## src/rtl/pwm_pkg.sv

```systemverilog
// Shared constants for the PWM/timer peripheral: register map indices and CTRL field layout.
// The optional IRQ field positions are used only when PWM_IRQ_EN is defined.
package pwm_pkg;

  localparam int unsigned DATA_W        = 32;
  localparam logic [2:0]  PWM_PERIPH_ID = 3'b001;
  localparam int unsigned PWM_CNT_W     = 16;
  localparam int unsigned PWM_PRESC_W   = 8;

  localparam logic [1:0] REG_CTRL   = 2'd0;
  localparam logic [1:0] REG_PERIOD = 2'd1;
  localparam logic [1:0] REG_DUTY   = 2'd2;
  localparam logic [1:0] REG_COUNT  = 2'd3;

  localparam int unsigned CTRL_EN_BIT       = 0;
  localparam int unsigned CTRL_POL_BIT      = 1;
  localparam int unsigned CTRL_IRQ_EN_BIT   = 2;
  localparam int unsigned CTRL_IRQ_PEND_BIT = 3;
  localparam int unsigned CTRL_PRESC_LSB    = 8;
  localparam int unsigned CTRL_PRESC_MSB    = 15;

endpackage

```

## src/rtl/pwm_timer_if.sv

```systemverilog
// CPU data-bus view of the PWM/timer peripheral (address, write data, strobes, registered read data).
interface pwm_timer_if;
  import pwm_pkg::*;

  logic [DATA_W-1:0] addr;
  logic [DATA_W-1:0] data_in;
  logic [DATA_W-1:0] data_out;
  logic              write_enable;
  logic              read_enable;

  modport master (output addr, data_in, write_enable, read_enable, input data_out);
  modport slave  (input addr, data_in, write_enable, read_enable, output data_out);
endinterface

```

## src/rtl/pwm_prescaler.sv

```systemverilog
// Prescaler for the PWM counter: counts 0..presc while enabled and flags the terminal cycle.
module pwm_prescaler #(
  parameter int unsigned W = 8
) (
  input  logic         clk,
  input  logic         reset,
  input  logic         en,
  input  logic [W-1:0] presc,
  output logic         tick
);

  logic [W-1:0] cnt_q, cnt_d;

  // Restart on reaching presc; >= also recovers if presc is lowered below the running count.
  always_comb begin : cnt_next
    cnt_d = cnt_q + W'(1);
    if (!en || (cnt_q >= presc)) begin
      cnt_d = '0;
    end
  end

  assign tick = en && (cnt_q == presc);

  always_ff @(posedge clk or posedge reset) begin : cnt_reg
    if (reset) begin
      cnt_q <= '0;
    end else begin
      cnt_q <= cnt_d;
    end
  end

endmodule

```

## src/rtl/pwm_timer.sv

```systemverilog
// Memory-mapped PWM/timer: bus decode, double-buffered period/duty, prescaled counter, compare, read mux.
// Define PWM_IRQ_EN to add the irq output with CTRL[2] irq_en and CTRL[3] irq_pend (write-1-to-clear).
module pwm_timer
  import pwm_pkg::*;
#(
  parameter logic [2:0]  PERIPH_ID = PWM_PERIPH_ID,
  parameter int unsigned CNT_W     = PWM_CNT_W,
  parameter int unsigned PRESC_W   = PWM_PRESC_W
) (
  input  logic       clk,
  input  logic       reset,
  pwm_timer_if.slave bus,
  output logic       pwm_out,
  output logic       wrap
`ifdef PWM_IRQ_EN
  ,
  output logic       irq
`endif
);

  logic               en_q, en_d, pol_q, pol_d;
  logic [PRESC_W-1:0] presc_q, presc_d;
  logic [CNT_W-1:0]   period_sh_q, period_sh_d, duty_sh_q, duty_sh_d;
  logic [CNT_W-1:0]   period_act_q, period_act_d, duty_act_q, duty_act_d;
  logic [CNT_W-1:0]   count_q, count_d;
  logic [DATA_W-1:0]  data_out_q, data_out_d, ctrl_rd;
  logic               pwm_q, pwm_d, wrap_q, wrap_d;
  logic               sel, wr_en, rd_en, tick, wrap_evt;
  logic [1:0]         idx;
  logic               unused_bus_bits;
`ifdef PWM_IRQ_EN
  logic               irq_en_q, irq_en_d, irq_pend_q, irq_pend_d, irq_q;
`endif

  assign sel   = (bus.addr[31:29] == PERIPH_ID);
  assign idx   = bus.addr[3:2];
  assign wr_en = sel && bus.write_enable;
  assign rd_en = sel && bus.read_enable;
  assign unused_bus_bits = ^{bus.addr[28:4], bus.addr[1:0], bus.data_in[DATA_W-1:CNT_W]};

  pwm_prescaler #(.W(PRESC_W)) u_presc (
    .clk   (clk),
    .reset (reset),
    .en    (en_q),
    .presc (presc_q),
    .tick  (tick)
  );

  // Register writes: CTRL is live next cycle, PERIOD/DUTY only reach the shadow copies.
  always_comb begin : reg_next
    en_d        = en_q;
    pol_d       = pol_q;
    presc_d     = presc_q;
    period_sh_d = period_sh_q;
    duty_sh_d   = duty_sh_q;
    if (wr_en) begin
      case (idx)
        REG_CTRL: begin
          en_d    = bus.data_in[CTRL_EN_BIT];
          pol_d   = bus.data_in[CTRL_POL_BIT];
          presc_d = bus.data_in[CTRL_PRESC_LSB +: PRESC_W];
        end
        REG_PERIOD: period_sh_d = bus.data_in[CNT_W-1:0];
        REG_DUTY:   duty_sh_d   = bus.data_in[CNT_W-1:0];
        default: ;
      endcase
    end
  end

  // While disabled (or just enabling) the counter sits at 0 and the active copies follow the shadows.
  always_comb begin : cnt_next
    count_d      = count_q;
    period_act_d = period_act_q;
    duty_act_d   = duty_act_q;
    wrap_evt     = 1'b0;
    if (!en_d || !en_q) begin
      count_d      = '0;
      period_act_d = period_sh_d;
      duty_act_d   = duty_sh_d;
    end else if (tick) begin
      if (count_q == period_act_q) begin
        count_d      = '0;
        wrap_evt     = 1'b1;
        period_act_d = period_sh_q;
        duty_act_d   = duty_sh_q;
      end else begin
        count_d = count_q + CNT_W'(1);
      end
    end
    wrap_d = wrap_evt;
    pwm_d  = en_d ? ((count_d < duty_act_d) ^ pol_d) : pol_d;
  end

  always_comb begin : ctrl_word
    ctrl_rd                                = '0;
    ctrl_rd[CTRL_EN_BIT]                   = en_q;
    ctrl_rd[CTRL_POL_BIT]                  = pol_q;
    ctrl_rd[CTRL_PRESC_LSB +: PRESC_W]     = presc_q;
`ifdef PWM_IRQ_EN
    ctrl_rd[CTRL_IRQ_EN_BIT]               = irq_en_q;
    ctrl_rd[CTRL_IRQ_PEND_BIT]             = irq_pend_q;
`endif
  end

  // Reads sample pre-edge values, so a same-cycle write is not visible in the returned data.
  always_comb begin : rd_next
    data_out_d = data_out_q;
    if (rd_en) begin
      case (idx)
        REG_CTRL:   data_out_d = ctrl_rd;
        REG_PERIOD: data_out_d = DATA_W'(period_sh_q);
        REG_DUTY:   data_out_d = DATA_W'(duty_sh_q);
        REG_COUNT:  data_out_d = DATA_W'(count_q);
      endcase
    end
  end

  always_ff @(posedge clk or posedge reset) begin : regs
    if (reset) begin
      en_q         <= 1'b0;
      pol_q        <= 1'b0;
      presc_q      <= '0;
      period_sh_q  <= '0;
      duty_sh_q    <= '0;
      period_act_q <= '0;
      duty_act_q   <= '0;
      count_q      <= '0;
      data_out_q   <= '0;
      pwm_q        <= 1'b0;
      wrap_q       <= 1'b0;
    end else begin
      en_q         <= en_d;
      pol_q        <= pol_d;
      presc_q      <= presc_d;
      period_sh_q  <= period_sh_d;
      duty_sh_q    <= duty_sh_d;
      period_act_q <= period_act_d;
      duty_act_q   <= duty_act_d;
      count_q      <= count_d;
      data_out_q   <= data_out_d;
      pwm_q        <= pwm_d;
      wrap_q       <= wrap_d;
    end
  end

  assign bus.data_out = data_out_q;
  assign pwm_out      = pwm_q;
  assign wrap         = wrap_q;

`ifdef PWM_IRQ_EN
  // A wrap in the same cycle as the W1C write wins, so no pending event is lost.
  always_comb begin : irq_next
    irq_en_d   = irq_en_q;
    irq_pend_d = irq_pend_q;
    if (wr_en && (idx == REG_CTRL)) begin
      irq_en_d = bus.data_in[CTRL_IRQ_EN_BIT];
      if (bus.data_in[CTRL_IRQ_PEND_BIT]) begin
        irq_pend_d = 1'b0;
      end
    end
    if (wrap_evt && irq_en_q) begin
      irq_pend_d = 1'b1;
    end
  end

  always_ff @(posedge clk or posedge reset) begin : irq_regs
    if (reset) begin
      irq_en_q   <= 1'b0;
      irq_pend_q <= 1'b0;
      irq_q      <= 1'b0;
    end else begin
      irq_en_q   <= irq_en_d;
      irq_pend_q <= irq_pend_d;
      irq_q      <= irq_pend_d & irq_en_d;
    end
  end

  assign irq = irq_q;
`endif

endmodule
```

## src/flat_wrapper.sv

```systemverilog
// flat-port wrapper written by rule: the top's interface ports become plain ports
module pwm_timer_flat import pwm_pkg::*;
#(
  parameter logic [2:0]  PERIPH_ID = PWM_PERIPH_ID,
  parameter int unsigned CNT_W     = PWM_CNT_W,
  parameter int unsigned PRESC_W   = PWM_PRESC_W
)
  (clk, reset, pwm_out, wrap, bus_addr, bus_data_in, bus_write_enable, bus_read_enable, bus_data_out);
  pwm_timer_if bus_i ();
  input  logic clk;
  input  logic reset;
  output logic pwm_out;
  output logic wrap;
  input wire logic [$bits(bus_i.addr)-1:0] bus_addr;
  input wire logic [$bits(bus_i.data_in)-1:0] bus_data_in;
  input wire logic [$bits(bus_i.write_enable)-1:0] bus_write_enable;
  input wire logic [$bits(bus_i.read_enable)-1:0] bus_read_enable;
  output wire logic [$bits(bus_i.data_out)-1:0] bus_data_out;
  assign bus_i.addr = bus_addr;
  assign bus_i.data_in = bus_data_in;
  assign bus_i.write_enable = bus_write_enable;
  assign bus_i.read_enable = bus_read_enable;
  assign bus_data_out = bus_i.data_out;
  pwm_timer #(.PERIPH_ID(PERIPH_ID), .CNT_W(CNT_W), .PRESC_W(PRESC_W)) u_core (.clk(clk), .reset(reset), .bus(bus_i), .pwm_out(pwm_out), .wrap(wrap));
endmodule
```

## config.mk

```make
export PLATFORM = sky130hd
export DESIGN_NAME = pwm_timer_flat
export DESIGN_NICKNAME = d
export VERILOG_FILES = /design/src/rtl/pwm_pkg.sv /design/src/rtl/pwm_timer_if.sv /design/src/rtl/pwm_prescaler.sv /design/src/rtl/pwm_timer.sv /design/src/flat_wrapper.sv
export SDC_FILE = /design/constraint.sdc
export NUM_CORES = 1
export LEC_CHECK = 0
export ABC_CLOCK_PERIOD_IN_PS = 6200
export BUFFER_PORTS_ARGS = -buffer_cell sky130_fd_sc_hd__buf_2
export CELL_PAD_IN_SITES_DETAIL_PLACEMENT = 0
export CELL_PAD_IN_SITES_GLOBAL_PLACEMENT = 1
export CORE_MARGIN = 2
export CORE_UTILIZATION = 48
export CTS_CLUSTER_DIAMETER = 80
export CTS_CLUSTER_SIZE = 14
export DETAILED_ROUTE_END_ITERATION = 8
export PLACE_DENSITY_LB_ADDON = 0.25
export SETUP_SLACK_MARGIN = 0.5
export SLEW_MARGIN = 20
export SYNTH_ARGS = -nofsm -noshare
export SYNTH_HDL_FRONTEND = slang
export SYNTH_SLANG_ARGS = --single-unit
export TNS_END_PERCENT = 30
```

## constraint.sdc

```tcl
create_clock -name clk -period 6.2 [get_ports clk]
set_clock_uncertainty 0.05 [all_clocks]
set_input_delay 1.24 -clock clk [delete_from_list [all_inputs] [get_ports clk]]
set_output_delay 1.24 -clock clk [all_outputs]
set_load 0.05 [all_outputs]
```

==> results of run 1 <==
power by group through the flow:
stage / clock network (mW) / logic, mW / registers [mW]
after floorplan: 0 / 0.387 / 1.07
after global placement: 0 / 0.605 / 0.996
after detailed placement: 0 / 0.615 / 1.00
after CTS: 0.962 / 0.619 / 0.991
after global routing: 0.998 / 0.674 / 1.01
final: 0.948 / 0.617 / 0.993
cell usage after synthesis, types with 2 or more instances:
cell type / count
nand3b_1: 2
buf_2: 10
o22ai_1: 32
nand4_1: 12
inv_1: 42
buf_1: 3
and2_1: 4
ha_1: 25
and3_1: 7
nor2_1: 38
buf_4: 18
a21oi_1: 15
mux2_2: 26
nand2b_1: 2
dfrtp_1: 116
a21o_1: 5
xor2_1: 12
mux2i_1: 32
o21ai_0: 3
a211oi_1: 2
nor2b_1: 3
clkbuf_1: 15
nand3_1: 6
and4_1: 2
nand2_1: 13
a22oi_1: 37
xnor2_1: 24
nor3_1: 4
o22a_1: 15
mux4_2: 10
layer usage:
metal	wire length [µm]	global-route usage [%]
met3	847	4.84
met4	206	8.28
met5	0	0
met1	7070	33.6
met2	6930	34.6
worst register-to-register path, stage by stage, from the launching register on:
cell and delay, ns:
dfrtp_1 0.46, xnor2_1 0.31, nand4_1 0.20, nor4_2 0.50, and2_1 0.22, buf_4 0.36, a22oi_1 0.22, o22a_1 0.26
ha_1 0.31, a21oi_1 0.15, o21ai_0 0.19, a2111o_1 0.45, a311o_1 0.35, nor4_1 0.34, nor3_2 0.10
per-stage QoR:
step	setup WS, ns	utilization [%]	std cells
finish	1.60	56.1	779
global route	1.40	56.1	779
CTS	1.65	56.1	779
detailed placement	1.25	51.4	747
global placement	1.31	51.4	747
floorplan	1.84	-	572
area by class of cell:
class / instances / area [µm²] / share of cell area [%]
tap: 172 / 215 / 3.04
inverter: 43 / 164 / 2.32
timing repair buffer: 50 / 270 / 3.82
clock buffer: 23 / 508 / 7.18
sequential: 116 / 2900 / 41.0
multi-input combinational: 366 / 2940 / 41.6
clock inverter: 9 / 75.1 / 1.06
path summary, 6_finish.rpt:
path	cells past startpoint	slack, ns	endpoint
worst max register to register	14	1.60	u_core.pwm_out$_DFF_PP0_
worst min-delay path	1	0.45	u_core.bus.data_out[8]$_DFFE_PP0P_
max in group asynchronous	3	3.99	u_core.duty_sh_q[9]$_DFF_PP0_
min in group asynchronous	2	0.91	u_core.count_q[14]$_DFF_PP0_
worst max-delay path	14	1.60	u_core.pwm_out$_DFF_PP0_
worst min register to register	1	0.45	u_core.bus.data_out[8]$_DFFE_PP0P_
registers in the layout, summed over array words and instances, names as in the netlist:
register,count
u_core.bus.data_out,16
u_core.count_q,16
u_core.duty_act_q,16
u_core.duty_sh_q,16
u_core.en_q,1
u_core.period_act_q,16
u_core.period_sh_q,16
u_core.pol_q,1
u_core.presc_q,8
u_core.pwm_out,1
u_core.u_presc.cnt_q,8
u_core.wrap,1
kinds of logic after synthesis:
logic type      Yosys count
compound gates          119
xor+xnor                 36
fa+ha+maj                25
buf+inv                  90
flops                   116
mux                      69
other cells               1
simple gates            101
==> qor.yml, run 1 <==
holdCritStartpoint: "u_core.bus.data_out[8]$_DFFE_PP0P_"
fin_nets: 687
routedWlPerCell_um: 19.3
post_cts_buffers: 0
clock_latency_ns: 0.42
cts.sink_count: 116
synth_edf_count: 0
post_cts_resized: 0
syn_area_per_cell_um2: 11.1
rows: 41
grt_pass1_vias: 4482
finalInstanceArea_um2: 7080
synth-xor-area-share_pct: 5.10
dpl.hpwl_um: 10000
clk_pin_slew_ns: 0.05
synth_top_family_by_area: "multiplexers"
worst-slew-pin-transition_ns: 0.937
maxCapViolCount: 0
rsz0062_at_grt: "no"
via_per_inst: 5.72
dieArea_um2: 13800
syn_inst: 557
drtIter0Drc: 424
comb_power_share_pct: 24.1
peakVddDrop_uv: 207
cts_buffer_depth: 2
fp.dieW_um: 117
max_freq_mhz: 217
crit_buf_inv: 1
power_density_nw_per_um2: 362
cpPeakStageDelay_ns: 0.50
slowest_stage: "nor4_2"
layout_commonest_cell: "dfrtp_1"
p_clk_share_pct: 37.1
cts-buffers-inserted: 17
drive_gt1_share_pct: 21.3
switching_share_pct: 32.0
die_height_um: 117
crit_path_max_fanout: 33
period_minus_slack_ns: 4.60
netlist_area_um2: 6180
maxSlewHeadroom_pct: 35.9
cp-startpoint: "u_core.count_q[10]$_DFF_PP0_"
hold_ws_ns: 0.447
antenna_found_initial: 0
total_leakage_power_nw: 3.52
arrival_ns: 4.84
critPathLaunchType: "flip-flop"
cp_cell_sequence: "xnor2_1 -> nand4_1 -> nor4_2 -> and2_1 -> buf_4 -> a22oi_1 -> o22a_1 -> ha_1 -> a21oi_1 -> o21ai_0 -> a2111o_1 -> a311o_1 -> nor4_1 -> nor3_2"
period_share_pct: 74.2
p_total_mw: 2.56
io_buffers: 42
h-tree-depth: 4
tns_ns: 0
hold_buffers: 0
hold_class: "flip-flop to flip-flop"
ys_async_sr_fraction_pct: 100
grt_start_max_net_pins: 61
p_seq_share_pct: 38.8
yosys-top-cells-area: "dfrtp_1 47%, mux2i_1 5.2%, ha_1 5.1%"
drc: 0
critPathKind: "flip-flop to flip-flop"
muxShareOfSynthArea_pct: 13.8
cp_top_family: "compound AO/OA/AOI/OAI gates"
maxSlewViolCount: 0
coreArea_um2: 12600
switching_power_mw: 0.820
fillers: 1106
final_hold_viol_count: 0
initial_core_util_pct: 49.0
setup_viol: 0
layout_common_cells: "116 x dfrtp_1, 42 x buf_2, 41 x inv_1, 38 x nor2_1, 37 x a22oi_1"
grt_pass1_wl_um: 24600
synth-adder-area-share_pct: 5.06
root_buffer: "clkbuf_16"
ys_seq_elements: 116
synth_warnings: 0
insertedDiodeCount: 0
yosys.area.top_type: "dfrtp_1"
grtUsageTotal_pct: 23.2
via_count: 4455
finalWirelength_um: 15100
dr.pass1.iters: 4
ys.flop_type: "dfrtp_1"
synth_compound_gate_area_share_pct: 13.6
yosys.area_share.simple_pct: 8.56
required_ns: 6.44
ys_types: 52
syn2layout_area_growth_pct: 14.5
critPathCaptureType: "flip-flop"
tritoncts: "yes"
internal_power_mw: 1.74
netlist.area_leader.share_pct: 47.0
gp_congestion: 0.856
yosysSeqAreaShare_pct: 47.0
io_pins: 102
ant_nets: 0
r2r-start: "u_core.count_q[10]$_DFF_PP0_"
place_area_um2: 6490
status: "finished, final reports clean"
grt_remaining_overflow: 0
No activity file was read; power rests on OpenSTA's default activity.
==> run 2: changes to the inputs <==
--- a/config.mk
+++ b/config.mk
@@ -5,12 +5,12 @@
 export SDC_FILE = /design/constraint.sdc
 export NUM_CORES = 1
 export LEC_CHECK = 0
-export ABC_CLOCK_PERIOD_IN_PS = 6200
+export ABC_CLOCK_PERIOD_IN_PS = 3700
 export BUFFER_PORTS_ARGS = -buffer_cell sky130_fd_sc_hd__buf_2
 export CELL_PAD_IN_SITES_DETAIL_PLACEMENT = 0
 export CELL_PAD_IN_SITES_GLOBAL_PLACEMENT = 1
 export CORE_MARGIN = 2
-export CORE_UTILIZATION = 48
+export CORE_UTILIZATION = 40
 export CTS_CLUSTER_DIAMETER = 80
 export CTS_CLUSTER_SIZE = 14
 export DETAILED_ROUTE_END_ITERATION = 8
==> constraint.sdc (replaced) <==
create_clock -name clk -period 3.7 [get_ports clk]
set_clock_uncertainty 0.05 [all_clocks]
set_input_delay 0.74 -clock clk [delete_from_list [all_inputs] [get_ports clk]]
set_output_delay 0.74 -clock clk [all_outputs]
set_load 0.05 [all_outputs]
==> run 2 against run 1 <==
  * Critical endpoint unchanged
  * The run now ends with setup timing left
  * Worst setup slack got worse by 1.6 ns
  * Via count increased by 7.5%
  * Non-clock buffer count increased by 94
  * Global-route usage decreased by 1.9 points
  * Combinational power increased by 100%
  * Routed wire length increased by 9.0%
  * Cell count increased by 14%
  * Clock-buffer cell count decreased by 2
  * Register-to-register slack got worse by 1.6 ns
  * Power increased by 76%
  * Clock power increased by 69%
==> qor.yml, run 2 (synthesis results as in run 1) <==
dieArea_um2: 16500
cts.sink_count: 116
clock_latency_ns: 0.41
switching_power_mw: 1.44
p_total_mw: 4.51
switching_share_pct: 32.0
die_height_um: 128
violations: "setup timing"
rsz0062_at_grt: "yes"
cts_buffer_depth: 2
fp.dieW_um: 128
hold_class: "flip-flop to flip-flop"
period_share_pct: 101
slowest_stage: "dfrtp_1"
layout_common_cells: "116 x dfrtp_1, 95 x buf_4, 42 x buf_2, 39 x inv_1, 37 x nor2_1"
maxSlewHeadroom_pct: 27.4
cts-buffers-inserted: 17
finalInstanceArea_um2: 7980
io_buffers: 42
insertedDiodeCount: 0
initial_core_util_pct: 40.8
period_minus_slack_ns: 3.74
cpPeakStageDelay_ns: 0.39
final_hold_viol_count: 0
syn2layout_area_growth_pct: 29.0
finalWirelength_um: 16400
ant_nets: 0
maxSlewViolCount: 0
crit_buf_inv: 2
worst-slew-pin-transition_ns: 1.06
p_seq_share_pct: 37.0
antenna_found_initial: 0
place_inst: 851
root_buffer: "clkbuf_16"
dpl_worst_slack_ns: -0.416
grt_pass1_vias: 4884
tritoncts: "yes"
max_freq_mhz: 268
drc: 0
total_leakage_power_nw: 4.01
h-tree-depth: 4
final_cell_count_no_fill: 888
critPathCaptureType: "flip-flop"
power_density_nw_per_um2: 565
grt_start_max_net_pins: 117
via_per_inst: 5.39
rows: 45
critPathLaunchType: "flip-flop"
required_ns: 3.97
fin_nets: 781
timing.final.ws_setup_ns: -0.0381
dr.pass1.iters: 5
layout_commonest_cell: "dfrtp_1"
gp_congestion: 0.818
p_clk_share_pct: 35.5
clk_pin_slew_ns: 0.05
arrival_ns: 4.01
grtUsageTotal_pct: 21.3
drtIter0Drc: 441
grt_pass1_wl_um: 26600
cp_cell_sequence: "inv_1 -> ha_1 -> nand4_1 -> nor3_2 -> and2_4 -> a22oi_1 -> o22a_1 -> ha_1 -> buf_4 -> nand4_1 -> a211oi_2 -> o211ai_1 -> and4_4 -> a221o_1 -> nor3_2"
hold_buffers: 0
internal_power_mw: 3.06
routedWlPerCell_um: 18.5
via_count: 4790
grt_remaining_overflow: 0
place_area_um2: 7190
coreArea_um2: 15100
dpl.hpwl_um: 11700
fillers: 1321
setup_viol: 1
critPathKind: "flip-flop to flip-flop"
io_pins: 102
peakVddDrop_uv: 313
maxCapViolCount: 0
cp_top_family: "simple AND/OR/NAND/NOR gates"
crit_path_max_fanout: 6
status: "complete, but fails checks"
drive_gt1_share_pct: 34.9
comb_power_share_pct: 27.5
## run 2: cell type report
class	instances	area (µm²)	area share [%]
Multi-Input combinational cell	366	3070	38.5
Sequential cell	116	2900	36.4
Timing Repair Buffer	144	1030	12.9
Clock buffer	21	470	5.90
Tap cell	188	235	2.95
Inverter	43	165	2.07
Clock inverter	10	106	1.33
## run 2: path summary, 6_finish.rpt
path                                               startpoint                                 end  slack, ns  cells after the start
setup / recovery                u_core.presc_q[5]$_DFFE_PP0P_            u_core.pwm_out$_DFF_PP0_      -0.04                     15
max in group asynchronous                               reset  u_core.bus.data_out[7]$_DFFE_PP0P_       2.66                      3
hold reg to reg            u_core.bus.data_out[8]$_DFFE_PP0P_  u_core.bus.data_out[8]$_DFFE_PP0P_       0.45                      1
min in group asynchronous                               reset   u_core.u_presc.cnt_q[4]$_DFF_PP0_       0.46                      3
setup reg to reg                u_core.presc_q[5]$_DFFE_PP0P_            u_core.pwm_out$_DFF_PP0_      -0.04                     15
hold / removal             u_core.bus.data_out[8]$_DFFE_PP0P_  u_core.bus.data_out[8]$_DFFE_PP0P_       0.45                      1
## run 2: routing by layer
| metal | track usage, % | wire length, µm | vias up |
|---|---|---|---|
| met1 | 29.6 | 7750 | 2390 |
| met2 | 33.5 | 7550 | 121 |
| li1 | - | - | 2262 |
| met3 | 5.09 | 885 | 17 |
| met4 | 6.21 | 228 | 0 |
| met5 | 0 | 0 | - |
## run 2: through the flow
step	setup TNS, ns	util [%]	hold slack (ns)
after detailed placement	-0.416	47.4	0.442
after global placement	-0.464	47.4	0.437
after global routing	-0.171	52.7	0.464
final	-0.0381	52.7	0.449
after CTS	0	52.2	0.454
after floorplan	-0.0642	-	0.397
## run 2: power groups by stage
stage	Clock [mW]	Combinational [mW]	Sequential (mW)
global route	1.68	1.35	1.70
floorplan	0	0.649	1.79
finish	1.60	1.24	1.67
CTS	1.63	1.23	1.66
global placement	0	1.16	1.67
detailed placement	0	1.18	1.68
## run 2: what timing repair did
action | 4_1_cts | 5_1_grt
resized for setup | 24 | 11
cloned | 0 | 0
hold endpoints to repair | 0 | 0
setup endpoints to repair | 1 | 1
buffers inserted | 5 | 1
pin swaps | 20 | 19
